`config.mk`:
```
export PLATFORM = sky130hd
export DESIGN_NAME = encoder_8to3_stream
export DESIGN_NICKNAME = d
export VERILOG_FILES = /design/src/rtl/enc_pkg.sv /design/src/rtl/encoder_8to3_stream_prio8.sv /design/src/rtl/encoder_8to3_stream.sv
export SDC_FILE = /design/constraint.sdc
export NUM_CORES = 1
export LEC_CHECK = 0
export CAP_MARGIN = 40
export CORE_ASPECT_RATIO = 1.2
export CORE_UTILIZATION = 30
export DETAILED_ROUTE_END_ITERATION = 8
export HOLD_SLACK_MARGIN = 0.15
export PLACE_DENSITY_LB_ADDON = 0.2
export SLEW_MARGIN = 20
export SYNTH_ARGS = -nofsm -noshare
export SYNTH_HDL_FRONTEND = slang
export SYNTH_SLANG_ARGS = --single-unit
```
`constraint.sdc`:
```
create_clock -name clk -period 4.26 [get_ports clk]
set_input_delay 0.852 -clock clk [delete_from_list [all_inputs] [get_ports clk]]
set_output_delay 0.852 -clock clk [all_outputs]
set_load 0.02 [all_outputs]
```
`src/rtl/enc_pkg.sv`:
```
// Shared types and helpers for the 8-to-3 streaming encoder.
// Optional zero-vector beat is enabled by defining ENC_ZERO_BEAT_EN.
package enc_pkg;

    localparam int N_IN  = 8;
    localparam int W_OUT = 3;

    typedef enum logic [0:0] {
        ST_IDLE = 1'b0,
        ST_EMIT = 1'b1
    } state_t;

    // True when exactly one bit of v is set.
    function automatic logic popcount_is_one(input logic [N_IN-1:0] v);
        return (v != '0) && ((v & (v - 8'd1)) == '0);
    endfunction

endpackage

```
`src/rtl/encoder_8to3_stream_prio8.sv`:
```
// Combinational 8-to-3 priority encoder, direction selected by msb_first.
// Unaffected by ENC_ZERO_BEAT_EN.
module enc_prio8
    import enc_pkg::*;
(
    input  logic [N_IN-1:0]  vec,
    input  logic             msb_first,
    output logic [W_OUT-1:0] idx,
    output logic             found
);

    logic [W_OUT-1:0] k;

    // Scan towards the winning end so the last hit seen has priority.
    always_comb begin
        idx   = '0;
        found = 1'b0;
        k     = '0;
        for (int unsigned i = 0; i < N_IN; i++) begin
            k = msb_first ? W_OUT'(i) : W_OUT'(N_IN - 1 - i);
            if (vec[k]) begin
                idx   = k;
                found = 1'b1;
            end
        end
    end

endmodule

```
`src/rtl/encoder_8to3_stream.sv`:
```
// Streaming 8-to-3 encoder: accepts a multi-hot vector and emits the index
// of every set bit, one per beat, in priority order.
// Define ENC_ZERO_BEAT_EN to turn an all-zero vector into a single y_zero beat.
module encoder_8to3_stream #(
    parameter int MSB_FIRST = 1,
    parameter int N_IN      = 8
) (
    input  logic                      clk,
    input  logic                      rst,
    input  logic [N_IN-1:0]           in,
    input  logic                      in_valid,
    output logic                      in_ready,
    output logic [enc_pkg::W_OUT-1:0] y,
    output logic                      y_valid,
    input  logic                      y_ready,
    output logic                      y_last,
`ifdef ENC_ZERO_BEAT_EN
    output logic                      y_zero,
`endif
    output logic                      busy
);

    import enc_pkg::*;

    state_t            state_q, state_d;
    logic [N_IN-1:0]   pend_q, pend_d;
    logic [W_OUT-1:0]  idx;
    logic              found;
    logic              emit;
    logic              last;
    logic              accept;
    logic              fire;
`ifdef ENC_ZERO_BEAT_EN
    logic              zero_q, zero_d;
`endif

    enc_prio8 u_prio (
        .vec       (pend_q),
        .msb_first (MSB_FIRST != 0),
        .idx       (idx),
        .found     (found)
    );

    assign emit = (state_q == ST_EMIT);
`ifdef ENC_ZERO_BEAT_EN
    assign last = emit & (popcount_is_one(pend_q) | zero_q);
    assign y_zero = emit & zero_q;
`else
    assign last = emit & popcount_is_one(pend_q);
`endif

    // Registered-only outputs plus the single y_ready -> in_ready path.
    always_comb begin
        y        = emit ? idx : '0;
        y_valid  = emit;
        y_last   = last;
        busy     = emit;
        in_ready = ~rst & (~emit | (last & y_ready));
        accept   = in_valid & in_ready;
        fire     = emit & y_ready;
    end

    // Next state: retire the current beat first, then a same-cycle accept
    // overrides the return to IDLE so vectors stream back-to-back.
    always_comb begin
        state_d = state_q;
        pend_d  = pend_q;
`ifdef ENC_ZERO_BEAT_EN
        zero_d  = zero_q;
`endif
        if (fire) begin
            if (found) begin
                pend_d = pend_q & ~(N_IN'(1) << idx);
            end
            if (last) begin
                state_d = ST_IDLE;
`ifdef ENC_ZERO_BEAT_EN
                zero_d  = 1'b0;
`endif
            end
        end
        if (accept) begin
            if (in != '0) begin
                pend_d  = in;
                state_d = ST_EMIT;
`ifdef ENC_ZERO_BEAT_EN
                zero_d  = 1'b0;
`endif
            end
`ifdef ENC_ZERO_BEAT_EN
            else begin
                pend_d  = '0;
                state_d = ST_EMIT;
                zero_d  = 1'b1;
            end
`endif
        end
    end

    // State registers with synchronous reset.
    always_ff @(posedge clk) begin
        if (rst) begin
            state_q <= ST_IDLE;
            pend_q  <= '0;
`ifdef ENC_ZERO_BEAT_EN
            zero_q  <= 1'b0;
`endif
        end else begin
            state_q <= state_d;
            pend_q  <= pend_d;
`ifdef ENC_ZERO_BEAT_EN
            zero_q  <= zero_d;
`endif
        end
    end

endmodule

```
==> results <==
- The run finished with clean final reports.
- The endpoint identified for the worst register-to-register timing path is pend_q[4]$_SDFF_PP0_.
- The number of library cell types mapped by synthesis is 33.
- The clock latency on the worst-skew pair is 0.27 ns.
- The final critical-path setup slack is 0.832 ns.
- The peak supply drop is 0.177 mV.
- The core region is 1680 sq um.
- Sequential elements use 32.7% of the synthesized area.
- Registers take 180 sq um.
- The total area of multi-input combinational cells is 349 sq um.
- The start of the worst register-to-register path is pend_q[5]$_SDFF_PP0_.
- Global routing consumed, over all layers together, 16.8% of the routing resources.
- The first-pass iteration count of the detailed router is 4.
- From left edge to right edge, the die measures 41.2 microns.
- The die is 49.0 microns tall.
- Of the available clock period, the critical path in the final layout requires 80.5%.
- The post-route netlist has 14.1% of its cells at a drive strength greater than 1.
- The area growth from synthesis to layout is 39.5%.
- The antenna diode instance count is 0.
- The number of global-route vias before repair is 515.
- In this run the deepest clock path goes through 2 buffers.
- The DRC violation total after the first TritonRoute iteration is 23.
- The maximum number of pins on one net before global-route repair is 13.
- The worst-path maximum fanout is 7.
- The power per cell area is 381 nW/um^2.
- The met2 routing resource usage after global routing is 23.7%.
- The number of buffers inserted during clock tree synthesis is 3.
- The cell sitting at the root of the clock tree is a clkbuf_4.
- The post-synthesis instance area is 552 sq um.
- TritonCTS built the clock tree.
- The count of warnings emitted by yosys is 0.
- CTS built an H-tree with a depth of 1.
- The type of the tightest min-delay check is reg -> reg.
- Data on the critical path is required at its endpoint by 3.41 ns.
- The routed wire length is 1370 microns.
- The die covers 2020 sq um.
- The pin slew with the least headroom to its limit is 0.710 ns.
- The number of max-cap violations is 0.
- The synthesized design contains 9 register bits.
- Cells fill 45.8% of the core in the end.
- The total of cells resized after clock tree synthesis is 0.
- The remaining max-slew budget at the tightest pin is 52.6%.
- Before CTS, the worst setup slack after placement is 0.955 ns.
- The detail-routed via count per cell is 5.65.
- The most common library cell in the layout ignoring fill and taps is clkdlybuf4s50_1.
- The final route contains 582 vias.
- For this design, the sink count on the clock tree is 9.
- The HPWL after detailed placement is 1040 microns.
- Setup repair after global routing left no endpoint under its margin.
- The count of filler cells inserted in the layout is 181.
- The data arrival time of the critical path is 2.58 ns.
- The met3 track demand over resource is 5.48%.
- Setup violations remaining at the end of the flow were counted as 0.
- The design draws 293 uW.
- The effective utilization at floorplan is 32.8%.
- The layer carrying the most global-route usage is met2.
- The total nets after synthesis is 77.
- The endpoint kind of the worst setup timing path is a primary output.
- The number of cell instances on the worst register-to-register path is 5.
- The number of instances in the synthesized netlist is 65.
- After detailed routing, the average wire length per cell comes to 13.3 microns.
- The number of hold buffers added after cts is 0.
- The number of antenna violations at the first check in global routing is 0.
- Summed over all failing endpoints, the final setup total negative slack is 0 ns.
- The detailed-route DRC error count is 0.
- The number of buffers added for setup after CTS is 0.
- In this run the remaining antenna-violating nets after routing total 0.
- The count of cells along the worst hold path is 1.
- The top achievable clock speed is 292 MHz.
- The congestion estimate from routability-driven global placement came to 0.779.
- The slack of the worst reg-to-reg path is 2.09 ns.
- The number of hold violations in the final report is 0.
- The clock transition at the register clock pins on the worst setup and hold paths after CTS is 0.06 ns.
- The global route total overflow is 0.
- The kind of critical path is reg -> out.
- The routed design could run at a clock period as short as 3.43 ns.
- In the final design database the tool counted 98 nets.
- The met1 capacity usage during global routing is 20.6%.
- Between clock sinks in the finished design, the worst skew comes to 0.00588 ns.
- The first-pass GRT wire length is 2250 microns.
- The number of buffers inserted by port buffering is 18.
- The number of I/O pins is 19.
- The start point of the worst hold path is pend_q[2]$_SDFF_PP0_.
- The final number of max-transition violations is 0.
- After synthesis, the mean cell area works out to 8.49 sq um.
- For hold timing, the worst endpoint is pend_q[2]$_SDFF_PP0_.
- In the layout the commonest cells are 18 x clkdlybuf4s50_1, 9 x dfxtp_1, 7 x nor2_1.
- The analysis attributes to cell leakage a power of 0.000274 uW.
- The standard-cell row count is 16.
- The sort of element at the start of the critical path is a register.
==> worst max-delay path by stage <==
stage / endpoint / start / slack [ns]
floorplan: in_ready / pend_q[5]$_SDFF_PP0_ / 1.64
finish: in_ready / pend_q[5]$_SDFF_PP0_ / 0.83
global route: in_ready / pend_q[5]$_SDFF_PP0_ / 0.61
detailed placement: in_ready / y_ready / 0.96
global placement: in_ready / y_ready / 0.97
CTS: in_ready / pend_q[5]$_SDFF_PP0_ / 0.84
==> critical path, stage by stage, from the launching register on <==
cell and delay, ns:
dfxtp_1 0.37, or4_4 0.59, nor4_1 0.20, a21oi_1 0.13, o31ai_1 0.25, nor2b_1 0.16
clkdlybuf4s50_1 0.60
==> Yosys cell counts <==
master | count | share of area, %
dfxtp_1 | 9 | 33
nor2_1 | 7 | 4.8
a21oi_1 | 4 | 3.6
nand2_1 | 4 | 2.7
a22o_2 | 3 | 5.4
a32o_1 | 3 | 5.4
inv_1 | 3 | 2.0
nor4_1 | 3 | 3.4
a22oi_1 | 2 | 2.7
a32o_2 | 2 | 4.1
o31a_1 | 2 | 3.2
o31ai_1 | 2 | 2.7
a21boi_0 | 1 | 1.4
a221o_1 | 1 | 1.8
and2_1 | 1 | 1.1
and2_2 | 1 | 1.4
buf_4 | 1 | 1.4
clkbuf_1 | 1 | 0.68
nand2b_1 | 1 | 1.1
nand3_1 | 1 | 0.91
nor2b_1 | 1 | 1.1
nor3_1 | 1 | 0.91
nor3b_1 | 1 | 1.4
o211ai_1 | 1 | 1.4
o21a_1 | 1 | 1.4
o21ai_0 | 1 | 0.91
o21ba_2 | 1 | 1.8
o21bai_1 | 1 | 1.4
o22ai_1 | 1 | 1.1
or3_1 | 1 | 1.1
or3_2 | 1 | 1.4
or4_4 | 1 | 2.0
xnor2_1 | 1 | 1.6
==> through the flow <==
| step | std cells | area [sq um] | hold slack [ns] |
|---|---|---|---|
| global route | 103 | 769 | 0.632 |
| detailed placement | 99 | 743 | 0.574 |
| floorplan | 65 | 552 | 0.532 |
| finish | 103 | 769 | 0.586 |
| CTS | 103 | 769 | 0.591 |
| global placement | 99 | 743 | 0.571 |
==> where the power goes <==
group / switching, uW / total, uW / internal, uW
clock: 34.9 / 71.1 / 36.3
sequential: 16.5 / 112 / 95.6
combinational: 55.0 / 110 / 55.2
==> cells by family (layout without fill, tap and decap cells) <==
logic type,Yosys count,after routing,synth area share (%)
flip-flops,9,9,32.7
AO/OA/AOI/OAI,26,26,38.3
XOR/XNOR,1,1,1.59
buffers and inverters,5,25,4.08
AND/OR/NAND/NOR,24,24,23.4
==> sequential cells by signal (all words and copies together) (netlist names) <==
name / count
busy: 1
pend_q: 8
==> layout make-up <==
type / count / share of cell area, %
multi-input cells: 51 / 45.4
flip-flops and latches: 9 / 23.4
repair buffers: 18 / 23.4
clock buffers: 4 / 3.41
well taps: 18 / 2.93
inverters: 3 / 1.46
==> metal layers <==
| metal | wire length [microns] | vias up |
|---|---|---|
| met3 | 54 | 4 |
| met5 | 0 | - |
| li1 | - | 295 |
| met4 | 48 | 0 |
| met2 | 636 | 17 |
| met1 | 628 | 266 |
Note: power is estimated with default switching activity, not from simulation.
